===== src/rtl/mul_seq_ctrl.sv =====
// Operand-read sequencer for the matrix-multiply prep datapath: walks MAC steps, issues A/B reads, and drives lane-offset controls.
// Optional stall-cycle performance counter is built only when MULSEQ_PERF_CNT_EN is defined.
module mul_seq_ctrl #(
    parameter int ADDR_W = 12,
    parameter int LEN_W  = 16
) (
    input  logic              clk,
    input  logic              rst,
    input  logic              start,
    input  logic              mode,
    input  logic [LEN_W-1:0]  cfg_len,
    input  logic [ADDR_W-1:0] cfg_a_base,
    input  logic [ADDR_W-1:0] cfg_b_base,
    input  logic              cfg_hash_width,
    input  logic              stall,
    output logic              busy,
    output logic              done,
    output logic              start_pos,
    output logic              short_data_mode,
    output logic              hash_width,
    output logic              short_bia_add,
    output logic              long_bia_add,
    output logic              a_ren,
    output logic [ADDR_W-1:0] a_addr,
    output logic              b_ren,
    output logic [ADDR_W-1:0] b_addr,
    output logic              mac_valid,
    output logic              mac_last,
    output logic [31:0]       perf_stall_cycles
);

    typedef enum logic [1:0] {IDLE, RUN, DRAIN, DONE} state_e;

    state_e            state_q;
    logic [LEN_W-1:0]  len_q, k_q, k_d;
    logic [ADDR_W-1:0] a_base_q, b_base_q;
    logic [ADDR_W-1:0] a_addr_q, b_addr_q, a_addr_d, b_addr_d;
    logic              mode_q, hw_q;
    logic              busy_q, done_q, start_pos_q;
    logic              mac_valid_q, mac_last_q, short_q, long_q;
    logic              accept, issue, is_last;

    // Mode 1 broadcasts one A byte over four B lanes; mode 0 pairs four A bytes with one B lane.
    function automatic logic [ADDR_W-1:0] a_addr_of(input logic m, input logic [ADDR_W-1:0] base,
                                                    input logic [LEN_W-1:0] k);
        return m ? base + ADDR_W'(k >> 3) : base + ADDR_W'(k >> 1);
    endfunction

    function automatic logic [ADDR_W-1:0] b_addr_of(input logic m, input logic [ADDR_W-1:0] base,
                                                    input logic [LEN_W-1:0] k);
        return m ? base + ADDR_W'(k) : base + ADDR_W'(k >> 2);
    endfunction

    // Read enables follow stall in the same cycle, so they are decoded from registered state.
    assign accept  = (state_q == IDLE) && start;
    assign issue   = (state_q == RUN) && !stall && (len_q != '0);
    assign is_last = (k_q == len_q - LEN_W'(1));

    always_comb begin
        k_d      = k_q + LEN_W'(1);
        a_addr_d = a_addr_of(mode_q, a_base_q, k_d);
        b_addr_d = b_addr_of(mode_q, b_base_q, k_d);
    end

    always_ff @(posedge clk) begin
        if (rst) begin
            state_q     <= IDLE;
            len_q       <= '0;
            k_q         <= '0;
            a_base_q    <= '0;
            b_base_q    <= '0;
            a_addr_q    <= '0;
            b_addr_q    <= '0;
            mode_q      <= 1'b0;
            hw_q        <= 1'b0;
            busy_q      <= 1'b0;
            done_q      <= 1'b0;
            start_pos_q <= 1'b0;
            mac_valid_q <= 1'b0;
            mac_last_q  <= 1'b0;
            short_q     <= 1'b0;
            long_q      <= 1'b0;
        end else begin
            start_pos_q <= 1'b0;
            done_q      <= 1'b0;
            mac_valid_q <= issue;
            mac_last_q  <= issue && is_last;
            short_q     <= issue;
            long_q      <= issue && !mode_q;
            case (state_q)
                IDLE: begin
                    if (accept) begin
                        state_q     <= RUN;
                        len_q       <= cfg_len;
                        k_q         <= '0;
                        a_base_q    <= cfg_a_base;
                        b_base_q    <= cfg_b_base;
                        a_addr_q    <= cfg_a_base;
                        b_addr_q    <= cfg_b_base;
                        mode_q      <= mode;
                        hw_q        <= cfg_hash_width;
                        busy_q      <= 1'b1;
                        start_pos_q <= 1'b1;
                    end
                end
                RUN: begin
                    // A zero-length job still spends one RUN cycle so start_pos precedes done.
                    if (len_q == '0) begin
                        state_q <= DONE;
                        done_q  <= 1'b1;
                        busy_q  <= 1'b0;
                    end else if (issue) begin
                        k_q      <= k_d;
                        a_addr_q <= a_addr_d;
                        b_addr_q <= b_addr_d;
                        if (is_last) begin
                            state_q <= DRAIN;
                        end
                    end
                end
                DRAIN: begin
                    if (mac_last_q) begin
                        state_q <= DONE;
                        done_q  <= 1'b1;
                        busy_q  <= 1'b0;
                    end
                end
                DONE: begin
                    state_q <= IDLE;
                end
                default: begin
                    state_q <= IDLE;
                end
            endcase
        end
    end

    assign busy            = busy_q;
    assign done            = done_q;
    assign start_pos       = start_pos_q;
    assign short_data_mode = mode_q;
    assign hash_width      = hw_q;
    assign short_bia_add   = short_q;
    assign long_bia_add    = long_q;
    assign mac_valid       = mac_valid_q;
    assign mac_last        = mac_last_q;
    assign a_ren           = issue;
    assign b_ren           = issue;
    assign a_addr          = a_addr_q;
    assign b_addr          = b_addr_q;

`ifdef MULSEQ_PERF_CNT_EN
    logic [31:0] perf_q, perf_d;

    // Counts RUN cycles lost to stall; cleared per job, saturating, frozen once the job ends.
    always_comb begin
        perf_d = perf_q;
        if (accept) begin
            perf_d = '0;
        end else if ((state_q == RUN) && stall && (perf_q != '1)) begin
            perf_d = perf_q + 32'd1;
        end
    end

    always_ff @(posedge clk) begin
        if (rst) begin
            perf_q <= '0;
        end else begin
            perf_q <= perf_d;
        end
    end

    assign perf_stall_cycles = perf_q;
`else
    assign perf_stall_cycles = '0;
`endif

endmodule


===== config.mk =====
export PLATFORM = sky130hd
export DESIGN_NAME = mul_seq_ctrl
export DESIGN_NICKNAME = d
export VERILOG_FILES = /design/src/rtl/mul_seq_ctrl.sv
export SDC_FILE = /design/constraint.sdc
export NUM_CORES = 1
export LEC_CHECK = 0
export BUFFER_PORTS_ARGS = -buffer_cell sky130_fd_sc_hd__buf_2
export CORE_MARGIN = 2
export CORE_UTILIZATION = 61
export DETAILED_ROUTE_END_ITERATION = 7
export GPL_TIMING_DRIVEN = 0
export HOLD_SLACK_MARGIN = 0.06
export PLACE_DENSITY_LB_ADDON = 0.12
export SLEW_MARGIN = 0
export SYNTH_ARGS = -nofsm -noshare
export SYNTH_HDL_FRONTEND = slang
export SYNTH_SLANG_ARGS = --single-unit

===== constraint.sdc =====
create_clock -name clk -period 6.41 [get_ports clk]
set_input_delay 0.3205 -clock clk [delete_from_list [all_inputs] [get_ports clk]]
set_output_delay 0.3205 -clock clk [all_outputs]
set_load 0.01 [all_outputs]

==> flow_summary.toml <==
[timing]
maxSlewViolCount = 0
worst_slew_pin_slew_ps = 848
finalSetupViolations = 0
hold_viol = 0
setup_tns_final_ps = 0
max_freq_ghz = 0.243
period_share_pct = 64.2
timing.final.crit_period_ps = 4110
slew-limit-headroom_pct = 43.0
setup_repair_after_global_routing_missed_its_margin = "false"
skew_ps = 11.8

[synth]
synth_seq_cells = 90
post-synth-top-count-cell = "nand2_1"
synthMuxAreaShare_pct = 3.14
yosysWarningCount = 0
post_synth_xor_area_fraction_pct = 6.88
synth.area.top_cells = "dfxtp_1 (30%), nand2_1 (7.4%), a21oi_1 (7.4%)"
async_flop_share_pct = 0
post_synth_inst_count = 791
synth.top_cell.area_share_pct = 29.8
synth_area_in_simple_gates_pct = 23.7
post_synthesis_adder_cell_area_fraction_pct = 6.66
synth_flop_type = "dfxtp_1"
synthDistinctLibCells = 64
synthesis.area_sq_um = 6050
synth-edff-count = 0
synthTopCellsByCount = "nand2_1 (119), dfxtp_1 (90), a21oi_1 (89)"
largest_family_of_logic_cells_by_synthesized_area = "simple AND/OR/NAND/NOR gates"
syn_area_per_cell_sq_um = 7.65
synth_top_cell_by_area = "dfxtp_1"
compound_cell_area_share_of_the_yosys_netlist_pct = 20.6
synth_seq_area_share_pct = 29.8

[clocking]
postCtsSetupBuffers = 0
clk_transition_reported_paths_ps = 100
htree_num_levels = 3
worst_skew_pair.late_latency_ps = 380
cts.root.buffer_cell = "clkbuf_8"
cts_inserted_buffers = 9
ctsLongestPathBuffers = 2
cts-resized-gates = 0
clock_tree_from_tritoncts = "built"
cts.hold.buffers_added = 0
cts.sink_count = 90

[place]
gp_routability_congestion = 0.956
detailed_placement_hpwl_mm = 13.2
port_bufs = 80

[setup_path]
timing.critical_path.slowest_stage_cell = "buf_1"
critPathArrivalTime_ps = 4380
required_time_at_the_endpoint_of_the_critical_path_ps = 6670
cp_cell_sequence = "clkbuf_1, clkbuf_1, buf_1, nor2_1, a21oi_1, ha_1, inv_1, fa_1, nor2b_1, o21ai_0, a21boi_0, nor4_1, o211ai_1, xnor2_1, a2111oi_0"
endpoint_kind = "flip-flop"
path_class = "flip-flop to flip-flop"
cpPeakStageDelay_ps = 460
cell_with_the_most_instances_on_the_worst_path = "clkbuf_1"
critical_path.startpoint_type = "flip-flop"
critical_path_peak_fanout = 10

[grt]
grt-ovfl-total = 0
vias_in_the_first_global_route = 5842
global_route_wire_length_before_repair_mm = 28.7
grt_start_max_net_pins = 17
antenna_found_initial = 0
grtUsageTotal_pct = 32.9

[die]
floorplan.die.height_um = 104
design.portCount = 113
die_width_um = 104
std_cell_rows = 36
fp.coreArea_sq_um = 9680
floorplan.die_area_sq_um = 10700
initial_utilization_pct = 62.5

[routing]
wl_mm = 17.7
avgRoutedWirePerCell_um = 16.8
route.detailed.vias_per_inst = 5.94
initialDrtViolationCount = 614
num_vias = 6246
detail_route.first_pass.iterations = 6
drt_drc_violations_left = 0
route.antenna.remaining_nets = 0

[layout]
layout.nets = 990
n_fill_cell = 817
multiInputGateArea_sq_um = 3810
final_core_area_utilization_pct = 71.4
synthToLayoutAreaGrowth_pct = 14.2
post_route_cells_drive_above_1_share_pct = 15.9
sequential_cell_area_sq_um = 1800
antennaDiodeCount = 0

[outcome]
status = "completed"

[power]
leakagePower_uw = 0.00294
worst_ir_drop_vdd_mv = 0.240
power.density_cell_area_nw_per_um2 = 352

[job]
max-cap-violations = 0

[min_path]
hold_class = "input port to flip-flop"
[critical path, delay by kind of cell (launching register included)]
family                   cells  cell delay, ps
AO/OA/AOI/OAI                5            1340
buffers and inverters        4            1240
adder cells (fa/ha/maj)      2             620
AND/OR/NAND/NOR              3             380
flip-flops                   1             340
XOR/XNOR                     1              90
[state kept, by name (all words and copies together), names as in the netlist, 2 cells and up]
name / cells
b_base_q: 12
b_addr: 12
state_q: 2
k_q: 16
len_q: 16
a_base_q: 12
a_addr: 12
[placed cells by master, fill, tap and decap left out, drive strengths merged, types with 6 or more instances in the layout]
| cell | synthesis | final |
|---|---|---|
| a31oi | 6 | 6 |
| nand2 | 119 | 119 |
| buf | 46 | 126 |
| clkbuf | 45 | 54 |
| nor3b | 6 | 6 |
| and4 | 7 | 7 |
| nand4 | 11 | 11 |
| nand3 | 9 | 9 |
| nand2b | 8 | 8 |
| inv | 19 | 20 |
| a21oi | 89 | 89 |
| o21a | 7 | 7 |
| nor3 | 18 | 18 |
| xnor2 | 29 | 29 |
| nor4 | 16 | 16 |
| conb | 1 | 32 |
| a211oi | 27 | 27 |
| nor2b | 6 | 6 |
| mux2i | 19 | 19 |
| o21ai | 30 | 30 |
| xor2 | 16 | 16 |
| or4 | 6 | 6 |
| nor2 | 62 | 62 |
| dfxtp | 90 | 90 |
| a21o | 6 | 6 |
| and2 | 7 | 7 |
| ha | 29 | 29 |
[routing by layer]
metal	vias up	wire [um]	global-route usage [%]
li1	2970	-	-
met1	2884	7100	41.3
met2	329	8220	54.2
met3	63	1450	4.03
met4	0	903	20.1
met5	-	0	0
[power breakdown]
group	switching (uW)	leakage, uW	internal, uW	total, uW
sequential	91.5	0.000738	699	790
combinational	806	0.00212	460	1270
clock	231	0.0000818	143	374
[per-stage QoR]
step / instance area [sq um] / power, uW / instances / worst slack, ps / hold WS [ps]
2_1_floorplan: 6170 / 1650 / 822 / 3060 / 441
3_3_place_gp: 6740 / 1990 / 1035 / 2480 / 442
3_5_place_dp: 6740 / 2040 / 1035 / 2430 / 445
4_1_cts: 6910 / 2410 / 1051 / 2350 / 160
5_1_grt: 6910 / 2590 / 1051 / 1920 / 175
6_report: 6910 / 2430 / 1051 / 2300 / 164
[final cells by class]
class	count	area share, %
Tap cell	133	2.41
Clock buffer	9	1.79
Sequential cell	90	26.1
Inverter	19	1.03
Buffer	91	6.97
Multi-Input combinational cell	622	55.2
Clock inverter	7	0.778
Timing Repair Buffer	80	5.79
[logic make-up after synthesis]
kind of cell / Yosys count
adder cells (fa/ha/maj): 31
AO/OA/AOI/OAI: 201
XOR/XNOR: 46
flip-flops: 90
AND/OR/NAND/NOR: 293
multiplexers: 19
other: 1
buffers and inverters: 110
[final timing paths]
kind                         from          to  slack (ps)  cells past startpoint
setup / recovery  short_data_mode  a_addr[10]        2300                     15
setup reg to reg  short_data_mode  a_addr[10]        2300                     15
hold / removal        cfg_len[10]   len_q[10]         160                      3
hold reg to reg         b_addr[2]   b_addr[2]         460                      2
No activity file was read; power rests on OpenSTA's default activity.
